`src/rtl/rf_scoreboard_pkg.sv`:
```
// Shared constants for the RAW-hazard scoreboard: register-file geometry,
// per-register counter sizing and the issue/retire tuple widths.
package rf_scoreboard_pkg;

  localparam int NUM_REGS     = 32;
  localparam int CNT_W        = 2;
  localparam int MAX_INFLIGHT = 3;   // must stay <= 2**CNT_W-1
  localparam int SB_DEST_W    = 5;

  // {valid, we, dest} tuples carried by the issue and retire buses
  localparam int SB_ISSUE_W  = 2 + SB_DEST_W;
  localparam int SB_RETIRE_W = 2 + SB_DEST_W;

  typedef logic [SB_DEST_W-1:0] reg_idx_t;
  typedef logic [CNT_W-1:0]     sb_cnt_t;

endpackage

```
`src/rtl/rf_scoreboard_if.sv`:
```
// ID-issue / WB-retire bundle between the pipeline and the scoreboard.
// Stats outputs exist only when SCOREBOARD_STATS_EN is defined.
interface rf_scoreboard_if;
  import rf_scoreboard_pkg::*;

  logic                id_issue_valid;
  logic                id_issue_we;
  reg_idx_t            id_issue_dest;
  reg_idx_t            id_rj;
  reg_idx_t            id_rk;
  reg_idx_t            id_rd;
  logic [2:0]          id_src_use;     // {rd_used, rk_used, rj_used}
  logic                id_inst_valid;
  logic                wb_retire_valid;
  logic                wb_retire_we;
  reg_idx_t            wb_retire_dest;
  logic                id_stall;
  logic [NUM_REGS-1:0] busy_mask;
`ifdef SCOREBOARD_STATS_EN
  logic [31:0]         stall_cycles;
  logic [31:0]         raw_hazards;
`endif

  modport master (
    output id_issue_valid, id_issue_we, id_issue_dest,
    output id_rj, id_rk, id_rd, id_src_use, id_inst_valid,
    output wb_retire_valid, wb_retire_we, wb_retire_dest,
    input  id_stall, busy_mask
`ifdef SCOREBOARD_STATS_EN
    , input stall_cycles, raw_hazards
`endif
  );

  modport slave (
    input  id_issue_valid, id_issue_we, id_issue_dest,
    input  id_rj, id_rk, id_rd, id_src_use, id_inst_valid,
    input  wb_retire_valid, wb_retire_we, wb_retire_dest,
    output id_stall, busy_mask
`ifdef SCOREBOARD_STATS_EN
    , output stall_cycles, raw_hazards
`endif
  );

endinterface

```
`src/rtl/sb_counter.sv`:
```
// Saturating up/down pending-write counter for one GPR; simultaneous inc and
// dec cancel. Over/underflow attempts hold the value and fire an assertion.
module sb_counter #(
  parameter int CNT_W     = 2,
  parameter int MAX_COUNT = 3
) (
  input  logic             clk,
  input  logic             reset,
  input  logic             inc,
  input  logic             dec,
  output logic [CNT_W-1:0] count,
  output logic             nonzero
);

  localparam logic [CNT_W-1:0] MAX_C = CNT_W'(MAX_COUNT);

  // NOTE: state registers use non-blocking assignments so every counter
  // samples the pre-edge value of its neighbours and of the hazard logic.
  always_ff @(posedge clk) begin
    if (reset) begin
      count <= '0;
    end else begin
      unique case ({inc, dec})
        2'b10:   if (count != MAX_C) count <= count + 1'b1;
        2'b01:   if (count != '0)    count <= count - 1'b1;
        default: count <= count;
      endcase
    end
  end

  assign nonzero = (count != '0);

  a_no_underflow: assert property (@(posedge clk) disable iff (reset)
    !(dec && !inc && count == '0));
  a_no_overflow: assert property (@(posedge clk) disable iff (reset)
    !(inc && !dec && count == MAX_C));

endmodule

```
`src/rtl/rf_scoreboard.sv`:
```
// RAW-hazard scoreboard beside ID: per-GPR pending-write counters, ID stall.
// Optional stall statistics are built when SCOREBOARD_STATS_EN is defined.
module rf_scoreboard
  import rf_scoreboard_pkg::*;
(
  input  logic          clk,
  input  logic          reset,
  rf_scoreboard_if.slave sb
);

  logic [NUM_REGS-1:0][CNT_W-1:0] cnt;
  logic [NUM_REGS-1:0]            nonzero;
  logic                           src_hit;
  logic                           dest_full;

  // r0 is hardwired zero and never tracked
  assign cnt[0]     = '0;
  assign nonzero[0] = 1'b0;

  for (genvar i = 1; i < NUM_REGS; i++) begin : g_cnt
    logic inc;
    logic dec;

    assign inc = sb.id_issue_valid  && sb.id_issue_we  && (sb.id_issue_dest  == SB_DEST_W'(i));
    assign dec = sb.wb_retire_valid && sb.wb_retire_we && (sb.wb_retire_dest == SB_DEST_W'(i));

    sb_counter #(
      .CNT_W     (CNT_W),
      .MAX_COUNT (MAX_INFLIGHT)
    ) u_cnt (
      .clk     (clk),
      .reset   (reset),
      .inc     (inc),
      .dec     (dec),
      .count   (cnt[i]),
      .nonzero (nonzero[i])
    );
  end

  // NOTE: src_hit gets its default before any condition so no latch is inferred.
  always_comb begin
    src_hit = 1'b0;
    if (sb.id_src_use[0] && sb.id_rj != '0 && nonzero[sb.id_rj]) src_hit = 1'b1;
    if (sb.id_src_use[1] && sb.id_rk != '0 && nonzero[sb.id_rk]) src_hit = 1'b1;
    if (sb.id_src_use[2] && sb.id_rd != '0 && nonzero[sb.id_rd]) src_hit = 1'b1;
  end

  // A fourth in-flight writer of one register would overflow its counter
  assign dest_full = sb.id_issue_we && (sb.id_issue_dest != '0) &&
                     (cnt[sb.id_issue_dest] == CNT_W'(MAX_INFLIGHT));

  // No WB bypass: the register-file write only lands at the clock edge
  assign sb.id_stall  = sb.id_inst_valid && (src_hit || dest_full);
  assign sb.busy_mask = nonzero;

`ifdef SCOREBOARD_STATS_EN
  logic        raw_now;
  logic        raw_q;
  logic [31:0] stall_cnt;
  logic [31:0] raw_cnt;

  assign raw_now = src_hit && sb.id_inst_valid;

  always_ff @(posedge clk) begin
    if (reset) begin
      stall_cnt <= '0;
      raw_cnt   <= '0;
      raw_q     <= 1'b0;
    end else begin
      raw_q <= raw_now;
      if (sb.id_stall)       stall_cnt <= stall_cnt + 32'd1;
      if (raw_now && !raw_q) raw_cnt   <= raw_cnt + 32'd1;
    end
  end

  assign sb.stall_cycles = stall_cnt;
  assign sb.raw_hazards  = raw_cnt;
`endif

endmodule
```
`src/flat_wrapper.sv`:
```
// flat-port wrapper written by rule: the top's interface ports become plain ports
module rf_scoreboard_flat import rf_scoreboard_pkg::*;
  (clk, reset, sb_id_issue_valid, sb_id_issue_we, sb_id_issue_dest, sb_id_rj, sb_id_rk, sb_id_rd, sb_id_src_use, sb_id_inst_valid, sb_wb_retire_valid, sb_wb_retire_we, sb_wb_retire_dest, sb_id_stall, sb_busy_mask);
  rf_scoreboard_if sb_i ();
  input  logic clk;
  input  logic reset;
  input wire logic [$bits(sb_i.id_issue_valid)-1:0] sb_id_issue_valid;
  input wire logic [$bits(sb_i.id_issue_we)-1:0] sb_id_issue_we;
  input wire logic [$bits(sb_i.id_issue_dest)-1:0] sb_id_issue_dest;
  input wire logic [$bits(sb_i.id_rj)-1:0] sb_id_rj;
  input wire logic [$bits(sb_i.id_rk)-1:0] sb_id_rk;
  input wire logic [$bits(sb_i.id_rd)-1:0] sb_id_rd;
  input wire logic [$bits(sb_i.id_src_use)-1:0] sb_id_src_use;
  input wire logic [$bits(sb_i.id_inst_valid)-1:0] sb_id_inst_valid;
  input wire logic [$bits(sb_i.wb_retire_valid)-1:0] sb_wb_retire_valid;
  input wire logic [$bits(sb_i.wb_retire_we)-1:0] sb_wb_retire_we;
  input wire logic [$bits(sb_i.wb_retire_dest)-1:0] sb_wb_retire_dest;
  output wire logic [$bits(sb_i.id_stall)-1:0] sb_id_stall;
  output wire logic [$bits(sb_i.busy_mask)-1:0] sb_busy_mask;
  assign sb_i.id_issue_valid = sb_id_issue_valid;
  assign sb_i.id_issue_we = sb_id_issue_we;
  assign sb_i.id_issue_dest = sb_id_issue_dest;
  assign sb_i.id_rj = sb_id_rj;
  assign sb_i.id_rk = sb_id_rk;
  assign sb_i.id_rd = sb_id_rd;
  assign sb_i.id_src_use = sb_id_src_use;
  assign sb_i.id_inst_valid = sb_id_inst_valid;
  assign sb_i.wb_retire_valid = sb_wb_retire_valid;
  assign sb_i.wb_retire_we = sb_wb_retire_we;
  assign sb_i.wb_retire_dest = sb_wb_retire_dest;
  assign sb_id_stall = sb_i.id_stall;
  assign sb_busy_mask = sb_i.busy_mask;
  rf_scoreboard u_core (.clk(clk), .reset(reset), .sb(sb_i));
endmodule
```
`config.mk`:
```
export PLATFORM = sky130hd
export DESIGN_NAME = rf_scoreboard_flat
export DESIGN_NICKNAME = d
export VERILOG_FILES = /design/src/rtl/rf_scoreboard_pkg.sv /design/src/rtl/rf_scoreboard_if.sv /design/src/rtl/sb_counter.sv /design/src/rtl/rf_scoreboard.sv /design/src/flat_wrapper.sv
export SDC_FILE = /design/constraint.sdc
export NUM_CORES = 1
export LEC_CHECK = 0
export BUFFER_PORTS_ARGS = -buffer_cell sky130_fd_sc_hd__buf_4
export CAP_MARGIN = 20
export CORE_MARGIN = 5
export CORE_UTILIZATION = 55
export DETAILED_ROUTE_END_ITERATION = 10
export PLACE_DENSITY = 0.86
export SYNTH_ARGS = -nofsm -noshare
export SYNTH_HDL_FRONTEND = slang
export SYNTH_SLANG_ARGS = --single-unit
```
`constraint.sdc`:
```
create_clock -name clk -period 9.26 [get_ports clk]
set_clock_uncertainty 0.1 [all_clocks]
set_input_delay 1.852 -clock clk [delete_from_list [all_inputs] [get_ports clk]]
set_output_delay 1.852 -clock clk [all_outputs]
set_load 0.05 [all_outputs]
```
==> results of run 1 <==
[metal layers]
layer	share of wire	vias to the layer above
li1	-	2611
met1	0.41	2602
met2	0.45	298
met3	0.11	40
met4	0.029	0
met5	0	-
[where the power goes]
group          internal [uW]  switching (uW)
Clock                    129             110
Combinational           29.7            52.0
Sequential               267            1.58
[layout by cell type (no fill, tap or decap), drive strengths merged, types with 2 or more instances in the layout]
cell	synthesis	routed
inv	28	28
or3	5	5
nand3b	19	19
mux2	5	5
nand2b	26	26
a311oi	3	3
a2111oi	5	5
nand3	35	35
clkbuf	23	11
nor3b	3	3
o211ai	17	17
mux2i	4	4
dfxtp	62	62
nand2	98	98
o31a	2	2
a21o	13	13
nor3	27	27
a221oi	2	2
and2	4	4
a21oi	56	56
and3b	2	2
a32oi	2	2
a211oi	8	8
mux4	23	23
buf	39	66
clkinv	0	2
a31oi	20	20
or2	34	34
nor2b	7	7
and3	3	3
o21ai	69	69
nor2	65	65
[tightest hold or removal path, stage by stage (launching register included)]
cell and delay [ns]:
dfxtp_1 0.33, nand2_1 0.06, a21oi_1 0.05
[final timing paths]
| kind | from | end | slack (ns) |
|---|---|---|---|
| worst max-delay path | sb_id_issue_dest[1] | sb_id_stall | 3.40 |
| worst min-delay path | u_core.g_cnt[28].u_cnt.count[1]$_SDFFE_PP0P_ | u_core.g_cnt[28].u_cnt.count[1]$_SDFFE_PP0P_ | 0.39 |
| worst max register to register | u_core.g_cnt[6].u_cnt.count[0]$_SDFFE_PP0P_ | u_core.g_cnt[6].u_cnt.count[0]$_SDFFE_PP0P_ | 8.07 |
| worst min register to register | u_core.g_cnt[28].u_cnt.count[1]$_SDFFE_PP0P_ | u_core.g_cnt[28].u_cnt.count[1]$_SDFFE_PP0P_ | 0.39 |
[final cells by class]
class | instances | area, sq um
Timing Repair Buffer | 66 | 495
Tap cell | 129 | 161
Inverter | 28 | 105
Sequential cell | 62 | 1240
Clock buffer | 11 | 141
Clock inverter | 4 | 47.5
Fill cell | 827 | 3550
Multi-Input combinational cell | 571 | 3500
[cell families after synthesis]
group,count (synthesis),share of synthesized area
compound gates,206,0.238
buf+inv,90,0.0895
flops,62,0.239
mux,32,0.119
other cells,1,0.000721
simple gates,332,0.314
[per-stage QoR]
| stage | utilization | setup slack, ns | power (uW) |
|---|---|---|---|
| 5_1_grt | 0.616 | 3.23 | 614 |
| 3_3_place_gp | 0.595 | 3.43 | 354 |
| 2_1_floorplan | - | 3.48 | 329 |
| 4_1_cts | 0.616 | 3.45 | 593 |
| 6_report | 0.616 | 3.40 | 590 |
| 3_5_place_dp | 0.595 | 3.44 | 355 |
==> results.yml, run 1 <==
status:
  status: "finished, final reports clean"
setup_path:
  crit_path_end_kind: "output port"
  path_cells: "buf_4 -> nand2b_1 -> o32a_1 -> nor4bb_1 -> a31oi_1 -> o21ai_1 -> a311o_1 -> o31a_1 -> buf_4"
  crit_top_cell: "buf_4"
  path_depth: 9
  r2r_cells: 4
  cp_slowest_stage_delay_ns: 0.35
  arrival_ns: 3.90
  crit_family: "compound AO/OA/AOI/OAI gates"
  critical_path_class: "input pin to output port"
  cp_max_fo: 25
  crit_path_start_kind: "input pin"
  cpMaxStageDelayCell: "o32a_1"
  path_buf_inv: 2
  required_ns: 7.31
placement:
  io_buffers: 66
  placed_cells: 856
  gp_congestion: 0.978
  place_area_sq_um: 5500
  hpwl_mm: 13.1
min_path:
  holdCritPathClass: "flip-flop to flip-flop"
  worstHoldPathCells: 2
clock_network:
  insertion_delay_ns: 0.35
  clkSinkCount: 62
  cts_hold_buf: 0
  tritoncts.num_buffers: 9
  root_buffer: "clkbuf_8"
  clk_pin_slew_ns: 0.06
  cts_tree: "built"
  cts.repair.resized: 0
  post_cts_buffers: 0
  clockBufferDepth: 2
  h-tree-depth: 3
die:
  fp.dieArea_sq_um: 11500
  rows: 35
  die_w_microns: 107
  chipHeight_microns: 107
  ioPinCount: 68
  core_sq_um: 9240
  initial_utilization: 0.563
drt:
  drtIter0Drc: 509
  drt-total-wl_mm: 16.5
  drc: 0
  vias_per_cell: 6.37
  vias: 5551
  drt_first_pass_iters: 5
  wire_per_inst_microns: 19.0
  postRouteAntennaNets: 0
grt:
  grt_max_degree: 63
  grt_pass1_vias: 5112
  busiest_layer: "met2"
  grt_overflow: 0
  grt_first_pass_wirelength_mm: 26.2
  track_usage: 0.289
  grt_util_met3: 0.0744
  met2_usage: 0.461
  antenna_found_initial: 0
  groute.layer.met1.usage: 0.382
layout:
  nets: 773
  drive_above_1_share: 0.175
  antenna_cells: 0
  top_regs: "u_core.g_cnt.u_cnt.count (62)"
  largest_register_ff_count: 62
  regMostFlops: "u_core.g_cnt.u_cnt.count"
  final_cells: 871
  final_area_sq_um: 5690
  area_growth_pct: 9.33
sta:
  hold_viol_final: 0
  drv_slew: 0
  setup_viol: 0
  worst_slew_pin_slew_ns: 0.697
  timing.final.crit_share: 0.632
  min_period_ns: 5.86
  slew_headroom: 0.535
  fin_hold_ws_ns: 0.394
  rsz0062_at_grt: "no"
  setup_tns_ns: 0
  fmax_ghz: 0.171
synthesis:
  netlist_instances: 723
  synth.most_common_cell: "nand2_1"
  synth_flop_cell: "dfxtp_1"
  synth-edff-count: 0
  synth_common_cells: "nand2_1 (98), o21ai_0 (68), nor2_1 (65)"
  async_flop_share: 0
  yosys.area.top_type: "dfxtp_1"
  synth.net_count: 758
  synth_area_sq_um: 5200
  synth.top_cell.area_share: 0.239
  seq_area_frac_synth: 0.239
  synthTopCellsByArea: "dfxtp_1 (24%), mux4_2 (9.5%), nand2_1 (7.1%)"
  synth-seq-cells: 62
  synth_area_per_cell_sq_um: 7.20
  synth.distinct_cells: 52
  yosysWarnings: 0
power:
  ir_drop_v: 0.0000802
  p_per_area_nw_per_um2: 104
  power.leakage_uw: 0.00203
run:
  maxCapViolations: 0
No activity file was read; power rests on OpenSTA's default activity.
==> run 2: changes to the inputs <==
--- a/config.mk
+++ b/config.mk
@@ -8,9 +8,9 @@
 export BUFFER_PORTS_ARGS = -buffer_cell sky130_fd_sc_hd__buf_4
 export CAP_MARGIN = 20
 export CORE_MARGIN = 5
-export CORE_UTILIZATION = 55
+export CORE_UTILIZATION = 54
 export DETAILED_ROUTE_END_ITERATION = 10
-export PLACE_DENSITY = 0.86
+export PLACE_DENSITY = 0.87
 export SYNTH_ARGS = -nofsm -noshare
 export SYNTH_HDL_FRONTEND = slang
 export SYNTH_SLANG_ARGS = --single-unit
==> constraint.sdc (replaced) <==
create_clock -name clk -period 5.05 [get_ports clk]
set_clock_uncertainty 0.1 [all_clocks]
set_input_delay 1.01 -clock clk [delete_from_list [all_inputs] [get_ports clk]]
set_output_delay 1.01 -clock clk [all_outputs]
set_load 0.05 [all_outputs]
==> run 2 against run 1 <==
Compared with the run above:
- count of clock-buffer cells in the layout unchanged
- critical endpoint unchanged
- largest power group unchanged
- sequential power increased by 84%
- design area decreased by 0.13%
==> results.yml, run 2 (synthesized netlist as in run 1, its figures left out) <==
layout:
  antenna_cells: 0
  final_common_cell: "nand2_1"
  drive_above_1_share: 0.178
  nets: 774
  regMostFlops: "u_core.g_cnt.u_cnt.count"
  area_growth_pct: 9.19
  final_cells: 872
  final_area_sq_um: 5680
  final_cell_mix: "nand2_1 (98), o21ai_0 (68), buf_4 (67)"
  fin_util: 0.609
  top_regs: "u_core.g_cnt.u_cnt.count (62)"
  largest_register_ff_count: 62
setup_path:
  path_depth: 9
  crit_path_end_kind: "output port"
  cpMaxStageDelayCell: "nor2b_1"
  path_buf_inv: 2
  path_cells: "buf_4 -> nor2b_1 -> a221oi_1 -> nor4bb_1 -> a31oi_1 -> o21ai_1 -> a311o_1 -> o31a_1 -> buf_4"
  cp_max_fo: 20
  critical_path_class: "input pin to output port"
  cp_slowest_stage_delay_ns: 0.50
  arrival_ns: 3.12
  crit_path_start_kind: "input pin"
  crit_top_cell: "buf_4"
  required_ns: 3.94
  crit_family: "compound AO/OA/AOI/OAI gates"
  r2r_cells: 4
drt:
  drc: 0
  drt-total-wl_mm: 16.5
  postRouteAntennaNets: 0
  drt_first_pass_iters: 5
  wire_per_inst_microns: 18.9
  vias: 5583
  drtIter0Drc: 488
  vias_per_cell: 6.40
placement:
  gp_congestion: 1.01
  hpwl_mm: 12.9
  io_buffers: 66
  place_area_sq_um: 5510
  placed_cells: 857
grt:
  grt_overflow: 0
  grt_pass1_vias: 5281
  grt_first_pass_wirelength_mm: 26.0
  antenna_found_initial: 0
  track_usage: 0.283
  grt_max_degree: 63
die:
  rows: 35
  die_w_microns: 108
  chipHeight_microns: 108
  initial_utilization: 0.558
  fp.dieArea_sq_um: 11700
  ioPinCount: 68
  core_sq_um: 9330
status:
  status: "finished, final reports clean"
power:
  power_uw: 1040
  ir_drop_v: 0.000161
  power.leakage_uw: 0.00203
  p_per_area_nw_per_um2: 183
run:
  maxCapViolations: 0
clock_network:
  clk_pin_slew_ns: 0.06
  post_cts_buffers: 0
  root_buffer: "clkbuf_8"
  cts_tree: "built"
  cts_hold_buf: 0
  h-tree-depth: 3
  clockBufferDepth: 2
  tritoncts.num_buffers: 9
  cts.repair.resized: 0
  clkSinkCount: 62
  insertion_delay_ns: 0.34
min_path:
  worstHoldPathCells: 2
  holdCritPathClass: "flip-flop to flip-flop"
sta:
  fmax_ghz: 0.236
  worst_slew_pin_slew_ns: 0.659
  timing.final.crit_share: 0.838
  min_period_ns: 4.23
  rsz0062_at_grt: "no"
  setup_viol: 0
  setup_tns_ns: 0
  hold_viol_final: 0
  slew_headroom: 0.557
  drv_slew: 0
-- run 2: cell count changes in the layout (fill, tap and decap cells not counted) --
cell / delta
clkbuf_8: +1
buf_4: +1
bufinv_16: -1
clkinv_2: +1
clkbuf_1: -1
-- run 2: final cells by class --
type / count / area (sq um)
tap: 129 / 161
clock inverter: 4 / 22.5
clock buffer: 11 / 151
fill: 846 / 3650
multi-input combinational: 571 / 3500
inverter: 28 / 105
timing repair buffer: 67 / 503
sequential: 62 / 1240
-- run 2: per-layer routing --
metal | vias to the layer above | wire length (microns) | global-route usage
met5 | - | 0 | 0
met4 | 0 | 493 | 0.106
met3 | 42 | 1890 | 0.0567
met2 | 344 | 7490 | 0.458
met1 | 2588 | 6640 | 0.374
li1 | 2609 | - | -
-- run 2: path summary, 6_finish.rpt --
path | from | to | slack [ns]
max | sb_id_issue_dest[0] | sb_id_stall | 0.82
min | u_core.g_cnt[28].u_cnt.count[1]$_SDFFE_PP0P_ | u_core.g_cnt[28].u_cnt.count[1]$_SDFFE_PP0P_ | 0.40
max reg2reg | u_core.g_cnt[12].u_cnt.count[0]$_SDFFE_PP0P_ | u_core.g_cnt[12].u_cnt.count[0]$_SDFFE_PP0P_ | 3.90
min reg2reg | u_core.g_cnt[28].u_cnt.count[1]$_SDFFE_PP0P_ | u_core.g_cnt[28].u_cnt.count[1]$_SDFFE_PP0P_ | 0.40
-- run 2: per-stage QoR --
step	hold slack, ns	setup WS [ns]
after global routing	0.429	0.684
after CTS	0.397	0.895
after global placement	0.380	0.921
after detailed placement	0.390	0.907
after floorplan	0.363	0.952
final	0.397	0.818
-- run 2: where the power goes --
part / internal [uW] / switching, uW / total [uW]
Sequential: 491 / 2.98 / 494
Combinational: 55.0 / 96.7 / 152
Clock: 199 / 196 / 396
-- run 2: worst reg2reg max path, stage by stage (launching register included) --
cell     delay, ns
dfxtp_1       0.49
o21ai_0       0.15
o21ai_0       0.10
nand2_1       0.08
a31oi_1       0.16
==> run 3: changes to the inputs <==
--- a/config.mk
+++ b/config.mk
@@ -5,6 +5,7 @@
 export SDC_FILE = /design/constraint.sdc
 export NUM_CORES = 1
 export LEC_CHECK = 0
+export ABC_AREA = 1
 export BUFFER_PORTS_ARGS = -buffer_cell sky130_fd_sc_hd__buf_4
 export CAP_MARGIN = 20
 export CORE_MARGIN = 5
==> constraint.sdc (replaced) <==
create_clock -name clk -period 3.65 [get_ports clk]
set_clock_uncertainty 0.1 [all_clocks]
set_input_delay 0.73 -clock clk [delete_from_list [all_inputs] [get_ports clk]]
set_output_delay 0.73 -clock clk [all_outputs]
set_load 0.05 [all_outputs]
==> run 3 against run 2 <==
Compared with the run above:
- first-iteration DRC count increased by 80%
- sequential cell count unchanged
- core utilization fell by 0.23 points
- largest cell class unchanged
- hold slack worse by 0.0013 ns
- critical endpoint unchanged
- critical path type unchanged
==> results.yml, run 3 <==
power:
  power_uw: 1570
  ir_drop_v: 0.000150
  seq_power_share: 0.433
  combPwrFrac: 0.166
  p_clk_frac: 0.401
  sw_frac_of_total: 0.318
  power.leakage_uw: 0.00283
  p_int_uw: 1070
  p_per_area_nw_per_um2: 250
  p_switching_uw: 502
drt:
  vias_per_cell: 5.60
  vias: 6966
  wire_per_inst_microns: 15.1
  drc: 0
  drt-total-wl_mm: 18.8
  postRouteAntennaNets: 0
  drtIter0Drc: 876
  drt_first_pass_iters: 8
layout:
  largest_register_ff_count: 62
  area_growth_pct: 8.74
  regMostFlops: "u_core.g_cnt.u_cnt.count"
  drive_above_1_share: 0.115
  final_cell_mix: "nand2_1 (319), nor2_1 (167), inv_1 (158)"
  nets: 1137
  final_common_cell: "nand2_1"
  top_regs: "u_core.g_cnt.u_cnt.count (62)"
  antenna_cells: 0
die:
  initial_utilization: 0.558
  fp.dieArea_sq_um: 12900
  rows: 37
  ioPinCount: 68
  chipHeight_microns: 114
  die_w_microns: 114
  core_sq_um: 10400
synthesis:
  yosysWarnings: 0
  synth.top_cell.area_share: 0.215
  synth_area_per_cell_sq_um: 5.36
  synth_flop_cell: "dfxtp_1"
  async_flop_share: 0
  synth_area_sq_um: 5790
  synth_common_cells: "nand2_1 (319), nor2_1 (167), inv_1 (158)"
  yosys.area.top_type: "dfxtp_1"
  synth-edff-count: 0
  synth.net_count: 1114
  synthTopCellsByArea: "dfxtp_1 (21%), nand2_1 (21%), nor2_1 (11%)"
  synth.distinct_cells: 39
  synth.most_common_cell: "nand2_1"
  synth-seq-cells: 62
  netlist_instances: 1079
  seq_area_frac_synth: 0.215
sta:
  min_period_ns: 3.26
  fmax_ghz: 0.307
  rsz0062_at_grt: "no"
  drv_slew: 0
  timing.final.crit_share: 0.894
  worst_slew_pin_slew_ns: 0.917
  slew_headroom: 0.388
  hold_viol_final: 0
  setup_viol: 0
  setup_tns_ns: 0
setup_path:
  crit_path_end_kind: "output port"
  r2r-start: "u_core.g_cnt[18].u_cnt.count[0]$_SDFFE_PP0P_"
  arrival_ns: 2.43
  cp_max_fo: 20
  r2r_end: "u_core.g_cnt[18].u_cnt.count[0]$_SDFFE_PP0P_"
  crit_path_start_kind: "input pin"
  r2r_cells: 6
  rrSetupSlack_ns: 2.13
  required_ns: 2.82
  critical_path_class: "input pin to output port"
clock_network:
  post_cts_buffers: 0
  cts.repair.resized: 0
  tritoncts.num_buffers: 9
  clk_pin_slew_ns: 0.08
  cts_tree: "built"
  cts_hold_buf: 0
  clkSinkCount: 62
  root_buffer: "clkbuf_8"
  insertion_delay_ns: 0.35
  h-tree-depth: 3
  clockBufferDepth: 2
grt:
  groute.layer.met1.usage: 0.375
  met2_usage: 0.468
  grt_overflow: 0
  grt_first_pass_wirelength_mm: 30.5
  antenna_found_initial: 0
  track_usage: 0.292
  grt_util_met3: 0.0578
  grt_pass1_vias: 6343
  busiest_layer: "met2"
  grt_max_degree: 38
run:
  maxCapViolations: 0
min_path:
  holdCritPathClass: "flip-flop to flip-flop"
  hp-start: "u_core.g_cnt[31].u_cnt.count[1]$_SDFFE_PP0P_"
  worstHoldPathCells: 2
  worstHoldEndpoint: "u_core.g_cnt[31].u_cnt.count[0]$_SDFFE_PP0P_"
placement:
  gp_congestion: 1.05
  io_buffers: 66
  hpwl_mm: 14.4
status:
  status: "finished, final reports clean"
## run 3: changes by cell type after synthesis, moves of 18 or more
cell,delta
nand3b_1,-19
nor2_1,+102
nand3_1,+54
mux4_2,-22
or2_2,-20
o21ai_0,-18
nand2_1,+221
a31oi_1,-18
nand2b_1,-26
inv_1,+130
## run 3: how the worst max path moves through the flow
| stage | startpoint | to | slack [ns] |
|---|---|---|---|
| 6_report | sb_id_issue_dest[0] | sb_id_stall | 0.39 |
| 2_1_floorplan | sb_id_rd[0] | sb_id_stall | 0.47 |
| 5_1_grt | sb_id_rk[0] | sb_id_stall | 0.22 |
| 3_3_place_gp | sb_id_rk[0] | sb_id_stall | 0.48 |
| 4_1_cts | sb_id_issue_dest[0] | sb_id_stall | 0.45 |
| 3_5_place_dp | sb_id_rk[0] | sb_id_stall | 0.46 |
## run 3: worst max-delay path, stage by stage
cell and delay, ns:
buf_4 0.19, inv_2 0.23, nand2_2 0.21, nor2_1 0.14, nor2_1 0.06, nand2_1 0.06
nand2_1 0.05, nand2_1 0.07, inv_1 0.03, nand2_1 0.06, nand2_1 0.05, nand2_1 0.05
nand2_1 0.06, nand2_1 0.11, nor2_1 0.05, nor2_1 0.08, buf_4 0.20
## run 3: area by class of cell
| type | count | area (sq um) |
|---|---|---|
| flip-flops and latches | 62 | 1240 |
| inverters | 178 | 668 |
| clock buffers | 9 | 124 |
| fillers | 1057 | 4080 |
| clock inverters | 7 | 73.8 |
| multi-input cells | 783 | 3500 |
| repair buffers | 68 | 510 |
| well taps | 136 | 170 |
## run 3: per-stage QoR
step / cell area (sq um) / std cells / setup WS, ns / utilization / hold slack [ns]
2_1_floorplan: 5790 / 1079 / 0.474 / - / 0.346
3_3_place_gp: 6090 / 1227 / 0.480 / 0.588 / 0.366
3_5_place_dp: 6090 / 1227 / 0.460 / 0.588 / 0.374
4_1_cts: 6290 / 1243 / 0.448 / 0.607 / 0.391
5_1_grt: 6290 / 1243 / 0.222 / 0.607 / 0.413
6_report: 6290 / 1243 / 0.388 / 0.607 / 0.396
## run 3: cells by family after synthesis
logic type             count (synthesis)  share of synthesized area
other                                  1                   0.000648
AND/OR/NAND/NOR                      616                      0.440
flip-flops                            62                      0.215
buffers and inverters                234                      0.180
AO/OA/AOI/OAI                        166                      0.165
## run 3: per-layer routing
layer | up-vias | routed length [microns] | share of wire
li1 | 3404 | - | -
met1 | 3064 | 7600 | 0.40
met2 | 413 | 8210 | 0.44
met3 | 85 | 2090 | 0.11
met4 | 0 | 904 | 0.048
met5 | - | 0 | 0
## run 3: power groups by stage
stage | Combinational [uW] | Clock [uW] | Sequential, uW
detailed placement | 254 | 0 | 697
finish | 262 | 632 | 681
CTS | 256 | 634 | 681
global placement | 252 | 0 | 697
global route | 286 | 667 | 682
floorplan | 177 | 0 | 696
